`src/rtl/if_stage.sv`:
```
// Instruction fetch stage: a PC register driving a combinational instruction memory,
// with a one-entry output register, a valid/ready handshake to decode and a redirect flush.
module if_stage #(
  parameter logic [31:0] RESET_PC = 32'h0000_0000
) (
  input  logic        clk,
  input  logic        rst,
  output logic [31:0] imem_addr,
  input  logic [31:0] imem_inst,
  input  logic        redirect_valid,
  input  logic [31:0] redirect_target,
  output logic        out_valid,
  input  logic        out_ready,
  output logic [31:0] out_inst,
  output logic [31:0] out_pc,
  output logic [31:0] out_pc4,
  output logic [31:0] fetch_count
);

  typedef enum logic [0:0] {
    S_EMPTY = 1'b0,
    S_FULL  = 1'b1
  } state_e;

  state_e      state_q, state_d;
  logic [31:0] pc_q, pc_d;
  logic [31:0] inst_q, inst_d;
  logic [31:0] opc_q, opc_d;
  logic [31:0] opc4_q, opc4_d;
  logic [31:0] cnt_q, cnt_d;
  logic        xfer_s;
  logic        load_s;
  logic [31:0] pc_plus4_s;

  // Next-state, next-PC and output-register computation.
  always_comb begin
    state_d    = state_q;
    pc_d       = pc_q;
    inst_d     = inst_q;
    opc_d      = opc_q;
    opc4_d     = opc4_q;
    cnt_d      = cnt_q;
    load_s     = 1'b0;
    pc_plus4_s = pc_q + 32'd4;
    xfer_s     = (state_q == S_FULL) && out_ready;

    // A transfer counts even in a redirect cycle.
    if (xfer_s) begin
      cnt_d = cnt_q + 32'd1;
    end else begin
      cnt_d = cnt_q;
    end

    if (redirect_valid) begin
      state_d = S_EMPTY;
      pc_d    = redirect_target & 32'hFFFF_FFFC;
    end else begin
      case (state_q)
        S_EMPTY: load_s = 1'b1;
        S_FULL: begin
          if (out_ready) begin
            load_s = 1'b1;
          end else begin
            load_s = 1'b0;
          end
        end
        default: begin
          state_d = S_EMPTY;
          load_s  = 1'b0;
        end
      endcase

      if (load_s) begin
        state_d = S_FULL;
        inst_d  = imem_inst;
        opc_d   = pc_q;
        opc4_d  = pc_plus4_s;
        pc_d    = pc_plus4_s;
      end else begin
        pc_d = pc_q;
      end
    end
  end

  // State and datapath registers with synchronous reset.
  always_ff @(posedge clk) begin
    if (rst) begin
      state_q <= S_EMPTY;
      pc_q    <= RESET_PC;
      inst_q  <= 32'd0;
      opc_q   <= 32'd0;
      opc4_q  <= 32'd0;
      cnt_q   <= 32'd0;
    end else begin
      state_q <= state_d;
      pc_q    <= pc_d;
      inst_q  <= inst_d;
      opc_q   <= opc_d;
      opc4_q  <= opc4_d;
      cnt_q   <= cnt_d;
    end
  end

  assign imem_addr   = pc_q;
  assign out_valid   = (state_q == S_FULL);
  assign out_inst    = inst_q;
  assign out_pc      = opc_q;
  assign out_pc4     = opc4_q;
  assign fetch_count = cnt_q;

endmodule

```
`config.mk`:
```
export PLATFORM = sky130hd
export DESIGN_NAME = if_stage
export DESIGN_NICKNAME = d
export VERILOG_FILES = /design/src/rtl/if_stage.sv
export SDC_FILE = /design/constraint.sdc
export NUM_CORES = 1
export LEC_CHECK = 0
export CAP_MARGIN = 20
export CORE_MARGIN = 1
export CORE_UTILIZATION = 46
export DETAILED_ROUTE_END_ITERATION = 6
export MAX_ROUTING_LAYER = met4
export PLACE_DENSITY = 0.81
export SLEW_MARGIN = 30
export SYNTH_ARGS = -nofsm -noshare
export SYNTH_HDL_FRONTEND = slang
export SYNTH_SLANG_ARGS = --single-unit
```
`constraint.sdc`:
```
create_clock -name clk -period 2.45 [get_ports clk]
set_input_delay 0.3675 -clock clk [delete_from_list [all_inputs] [get_ports clk]]
set_output_delay 0.3675 -clock clk [all_outputs]
set_load 0.03 [all_outputs]
```
==> results.md <==
- Synthesized instance count: 824
- CTS H-Tree Depth: 4
- Tcrit/Tclk final: 0.897
- Total negative slack: 0 ns
- CP max-delay cell: clkdlybuf4s50_1
- Worst Setup SP: imem_addr[7]$_SDFFE_PP0P_
- Die Wd: 123 um
- DRC viols: 0
- Final setup fails: 0
- Hold_buf cts: 0
- Site Rows: 43
- Die Ht: 123 um
- Synth top area cells: dfxtp_1, nand2_1, a21oi_1
- Share of cells above drive strength 1: 0.0830
- Library cells used by synthesis: 43
- Final-layout fill cell count: 1126
- Core box area: 14100 um^2
- IR drop worst, VDD: 395 uV
- GPL Wtd Cong: 0.818
- Final Hold Fails: 0
- Max Fanout on Critical Path: 8
- Vias in the first global route: 5990
- CP max stage delay: 0.70 ns
- Outcome: complete, no violations
- Synth Area in XOR/XNOR: 0.0911
- Largest family of logic cells by synthesized area: simple AND/OR/NAND/NOR gates
- N_diodes: 0
- Cell taking the most area after synthesis: dfxtp_1
- Syn Area/Cell: 8.17 um^2
- First drt pass iteration count: 5
- Reg2reg setup slack: 0.28 ns
- Seq/Total Area, Yosys: 0.461
- R2R Path Start: imem_addr[2]$_SDFFE_PP0P_
- Area of the mapped netlist: 6730 um^2
- R2R cell count: 6
- Reg area: 3100 um^2
- Worst-Margin Slew: 0.649 ns
- Clock-pin slew on the worst setup and hold paths: 0.06 ns
- Worst-Skew Late Latency: 0.42 ns
- Top_reg_cell synth: dfxtp_1
- Initial antenna violation count: 0
- Global-route wire length before repair: 30300 um
- Routed WL per cell: 15.7 um
- Clock root buffer: clkbuf_16
- Area Overhead vs Synth: 45.8%
- Worst min-delay path class: in2reg
- CP Data Required Time: 2.08 ns
- Vias per cell: 5.33
- Die ar.: 15100 um^2
- Synth top area share: 0.461
- Global-route usage over all layers: 0.264
- Gr ovfl total: 0
- Post-synthesis mux area share: 0.00613
- Max-slew violations: 0
- Initial DRC count: 448
- Final core utilization: 0.696
- Post-DP HPWL: 13200 um
- Clock sinks: 155
- Post-synthesis compound-gate area fraction: 0.129
- Critical Path Start Type: flip-flop
- Largest net degree at the start of global routing: 87
- Post-synth EDFFs: 0
- CTS-repair resized insts: 0
- Post-synthesis adder-cell area fraction: 0.00372
- Max Fclk: 455 MHz
- Initial Util: 0.478
- Setup Buffers After CTS: 0
- Buffers on Ports: 220
- Routed vias: 6540
- Post-layout nets: 1105
- Crit path DAT: 1.83 ns
- CTS tree: done
- Reg2reg end: imem_addr[18]$_SDFFE_PP0P_
- Critical Path End Type: output pin
- Pwr Density: 659 nW/um^2
- Yosys warns: 0
- RSZ-0062 raised after global routing: no
- Remaining antenna violation count: 0
- Minimum clock period: 2.20 ns
- Max_slew headroom: 0.568
- Flops & latches, synth: 155
- CTS Buf Count: 17
- Worst setup endpoint: imem_addr[7]
- Crit-path cells: buf_4 > clkdlybuf4s50_1
- Area of the multi-input gates: 3330 um^2
- Post-Synth Simple-Gate Area: 0.259
- Clock buffer depth: 2
- DRT Wirelength: 19300 um
- FFs w/ async S/R, synth: 0
- WS Path Type: reg2out
- P_leak: 3.50 nW
- IO Count: 229
- Clock skew: 0.00708 ns
- Max-Cap Viols: 0
[per-stage QoR]
step                power [mW]  instances  cell area (um^2)  hold slack, ns  setup slack, ns
floorplan                 3.35        829              6750           0.504            0.296
global placement          3.81       1196              9210           0.441            0.249
finish                    6.47       1228              9820           0.210            0.253
detailed placement        3.82       1196              9210           0.446            0.209
global route              6.70       1228              9820           0.219            0.105
CTS                       6.50       1228              9820           0.197            0.234
[cells by family after synthesis]
family,after synthesis
xor+xnor,70
flops,155
other cells,1
buf+inv,75
compound gates,144
fa+ha+maj,2
mux,4
simple gates,373
[placed cells by master (no fill, tap or decap), types with 4 or more instances in the layout]
master	synthesis	layout
clkbuf_16	0	17
clkinv_2	0	4
and3_1	12	12
dfxtp_1	155	155
conb_1	1	6
nand2_1	160	159
buf_4	6	36
nor2_1	94	93
a21oi_1	77	77
clkdlybuf4s50_1	0	219
nor3_1	17	17
or3_1	16	16
nand4_1	25	25
nor4_2	5	5
o21ai_0	16	16
a311oi_1	10	10
and4_1	9	9
nor4_1	6	6
xnor2_1	36	36
buf_12	0	4
nand3_1	18	18
xor2_1	34	34
a211oi_1	35	35
[sequential cells by signal (all words and copies together), names as in the netlist]
register,count
out_valid,1
out_inst,32
fetch_count,32
imem_addr,30
out_pc,30
out_pc4,30
[report_power, final]
part           switching, mW  leakage, nW  internal [mW]
registers             0.0945         1.27           2.64
logic                  0.588         1.94          0.446
clock network           1.04        0.293           1.65
[cells in the mapped netlist (2+ instances only)]
library cell and n:
nand2_1 160, a311oi_1 10, clkbuf_1 50, buf_2 12, nor3_1 17, and4_1 9, nor2_1 94, dfxtp_1 155
o21bai_1 2, o21ai_0 16, nor4_2 5, mux2i_1 3, and3_1 12, nor4_1 6, nand4_1 25, nand3_1 18
xnor2_1 36, ha_1 2, xor2_1 34, nand4_2 2, inv_1 3, buf_4 6, or3_1 16, a21oi_1 77
clkbuf_2 2, a211oi_1 35
[metal layers]
metal	vias to the layer above	global-route usage	wire, um
li1	3229	-	-
met3	27	0.0641	1230
met5	-	-	0
met1	3074	0.325	8360
met2	210	0.426	9370
met4	0	0.0866	329
[worst min-delay path by stage]
stage	depth (start not counted)	slack, ns	end	start
final	2	0.21	out_inst[19]$_SDFFE_PP0P_	rst
after floorplan	2	0.50	out_inst[0]$_SDFFE_PP0P_	imem_inst[0]
after CTS	2	0.20	out_inst[19]$_SDFFE_PP0P_	rst
after global placement	2	0.44	out_inst[16]$_SDFFE_PP0P_	out_inst[16]$_SDFFE_PP0P_
after global routing	2	0.22	out_inst[21]$_SDFFE_PP0P_	rst
after detailed placement	2	0.45	out_inst[10]$_SDFFE_PP0P_	out_inst[10]$_SDFFE_PP0P_
[cell type report]
cell class                 instances  area share
inverter                           3     0.00115
tap                              180      0.0229
clock buffer                      21      0.0469
timing repair buffer             259       0.259
sequential                       155       0.316
clock inverter                    11      0.0145
multi-input combinational        599       0.339
[critical path, delay by kind of cell, from the launching register on]
kind / cells / cell delay [ns]
flip-flops: 1 / 0.51
buffers and inverters: 2 / 0.90
(Power assumes the default switching activity.)
==> RTL edit (config.mk and constraints unchanged) <==
Reset style: asynchronous (`rst`), changed in one clocked block. Comments in the files are not updated.
--- a/src/rtl/if_stage.sv
+++ b/src/rtl/if_stage.sv
@@ -83,7 +83,7 @@
   end
 
   // State and datapath registers with synchronous reset.
-  always_ff @(posedge clk) begin
+  always_ff @(posedge clk or posedge rst) begin
     if (rst) begin
       state_q <= S_EMPTY;
       pc_q    <= RESET_PC;
Function: differs if rst is asserted again (counterexample within 4 cycles, from zero or initial values and one cycle with rst high); with rst held inactive, the same outputs for 4 cycles.
==> RTL edit against the original RTL <==
Routed wire length fell by 0.40%. Area after synthesis is 5.6% higher. Worst hold slack improved by 42 ps. Cell area rose by 4.0%. Critical endpoint is now imem_addr[18]. Synthesized cell count down 6.3%. Power grew 20%. Sequential cell count stayed put. Clock skew increased by 0.56 ps. Via count decreased by 6.8%. Clock power is 5% lower. Setup slack got worse by 65 ps. Register-to-register slack lost 90 ps. Maximum frequency down 2.9%.
==> RTL edit: results (changes against the original RTL) <==
- Outcome: completed
- R2r setup slk: 190 ps (-90 ps)
- Met1 Routed Length: 8.67 mm (+3.7%)
- Via count: 6094 (-6.8%)
- Reg2reg end: imem_addr[18]
- Multi-input combinational area share: 29.4% (-4.6 points)
- First-pass GRT wire length: 31.2 mm (+2.7%)
- Seq. cell area: 0.00388 sq mm (+25%)
- Final hold slack: 252 ps (+42.1 ps)
- Multi-input gates: 563 (-6.0%)
- Hold Startpoint: redirect_valid
- Slew HR: 56.7% (about the same)
- Dpl hpwl: 13.8 mm (+4.5%)
- Signal buf overhead: 24.5% (-1.4 points)
- Ys flop type: dfrtp_1
- Met3 wire len: 1.18 mm (-3.9%)
- Maximum number of pins on one net before global-route repair: 67 (-23%)
- Sequential share of the synthesized area: 54.6% (+8.5 points)
- Worst vdd rail ir drop: 0.471 mV (+19%)
- Routability cong.: 0.876 (+7.1%)
- Vias in the first global route: 6002 (+0.20%)
- Crit path max-delay family: simple AND/OR/NAND/NOR gates
- # clk buffers: 22 (+4.8%)
- Nonclk buf count: 249 (-3.9%)
- Post-Place Setup Slack: -61.0 ps (-270 ps)
- Post-synth cell types: 44 (+2.3%)
- Final wirelength: 19.2 mm (-0.40%)
- GR met2 Demand/Resource: 40.4% (-2.2 points)
- Top post-synthesis cells by count: 280 x nand2_1, 155 x dfrtp_1, 49 x o21ai_0
- Reg2Reg Launch Point: imem_addr[3]
- Slowest-stage cell, CP: or4_4
- DR WL met2: 8.93 mm (-4.7%)
- Ys async rst share: 100% (+100 points)
- Invs w/o clock: 5 (+2)
- Area contributors post-synth: dfrtp_1 55%, nand2_1 15%, xnor2_1 5.9%
- P_leak: 0.00446 uW (+27%)
- Crit path largest cell delay: 660 ps (-40 ps)
==> RTL edit: cell types whose count changed after synthesis, sizes merged, moves of 36 or more <==
cell and delta:
a21oi -77, nand2 +120, nor2 -74, a211oi -36
o21ai +41, dfrtp +155, dfxtp -155
==> RTL edit: how the worst max path moves through the flow <==
| stage | from | endpoint | slack, ps | cells past startpoint |
|---|---|---|---|---|
| after floorplan | rst | fetch_count[0] | 120 | 1 |
| after global placement | out_ready | out_pc4[2] | -80 | 6 |
| after detailed placement | out_ready | out_pc4[2] | -60 | 6 |
| after CTS | imem_addr[3] | imem_addr[20] | 200 | 6 |
| after global routing | imem_addr[3] | imem_addr[20] | 60 | 6 |
| final | imem_addr[3] | imem_addr[18] | 190 | 6 |
==> RTL edit: metrics by stage <==
| step | cell area [sq um] | TNS, ps | power (uW) | cells | util (%) |
|---|---|---|---|---|---|
| floorplan | 7130 | 0 | 4260 | 777 | - |
| global placement | 9600 | -162 | 5180 | 1159 | 63.4 |
| detailed placement | 9600 | -61.0 | 5220 | 1159 | 63.4 |
| CTS | 10200 | 0 | 7800 | 1191 | 67.3 |
| global route | 10200 | 0 | 8090 | 1192 | 67.4 |
| finish | 10200 | 0 | 7750 | 1192 | 67.4 |
==> RTL edit: kinds of logic after synthesis <==
family	Yosys count	share of synthesized area (%)
AO/OA/AOI/OAI	61	4.51
XOR/XNOR	86	10.6
adder cells (fa/ha/maj)	2	0.352
buffers and inverters	59	3.75
flip-flops	155	54.6
multiplexers	3	0.458
other	1	0.0527
AND/OR/NAND/NOR	405	25.7
==> RTL edit: report_power, final <==
group	leakage, uW	internal (uW)	total (uW)	switching (uW)
logic	0.00224	844	2020	1170
clock network	0.000272	1550	2570	1020
registers	0.00195	2860	3170	304
total	0.00446	5260	7750	2500
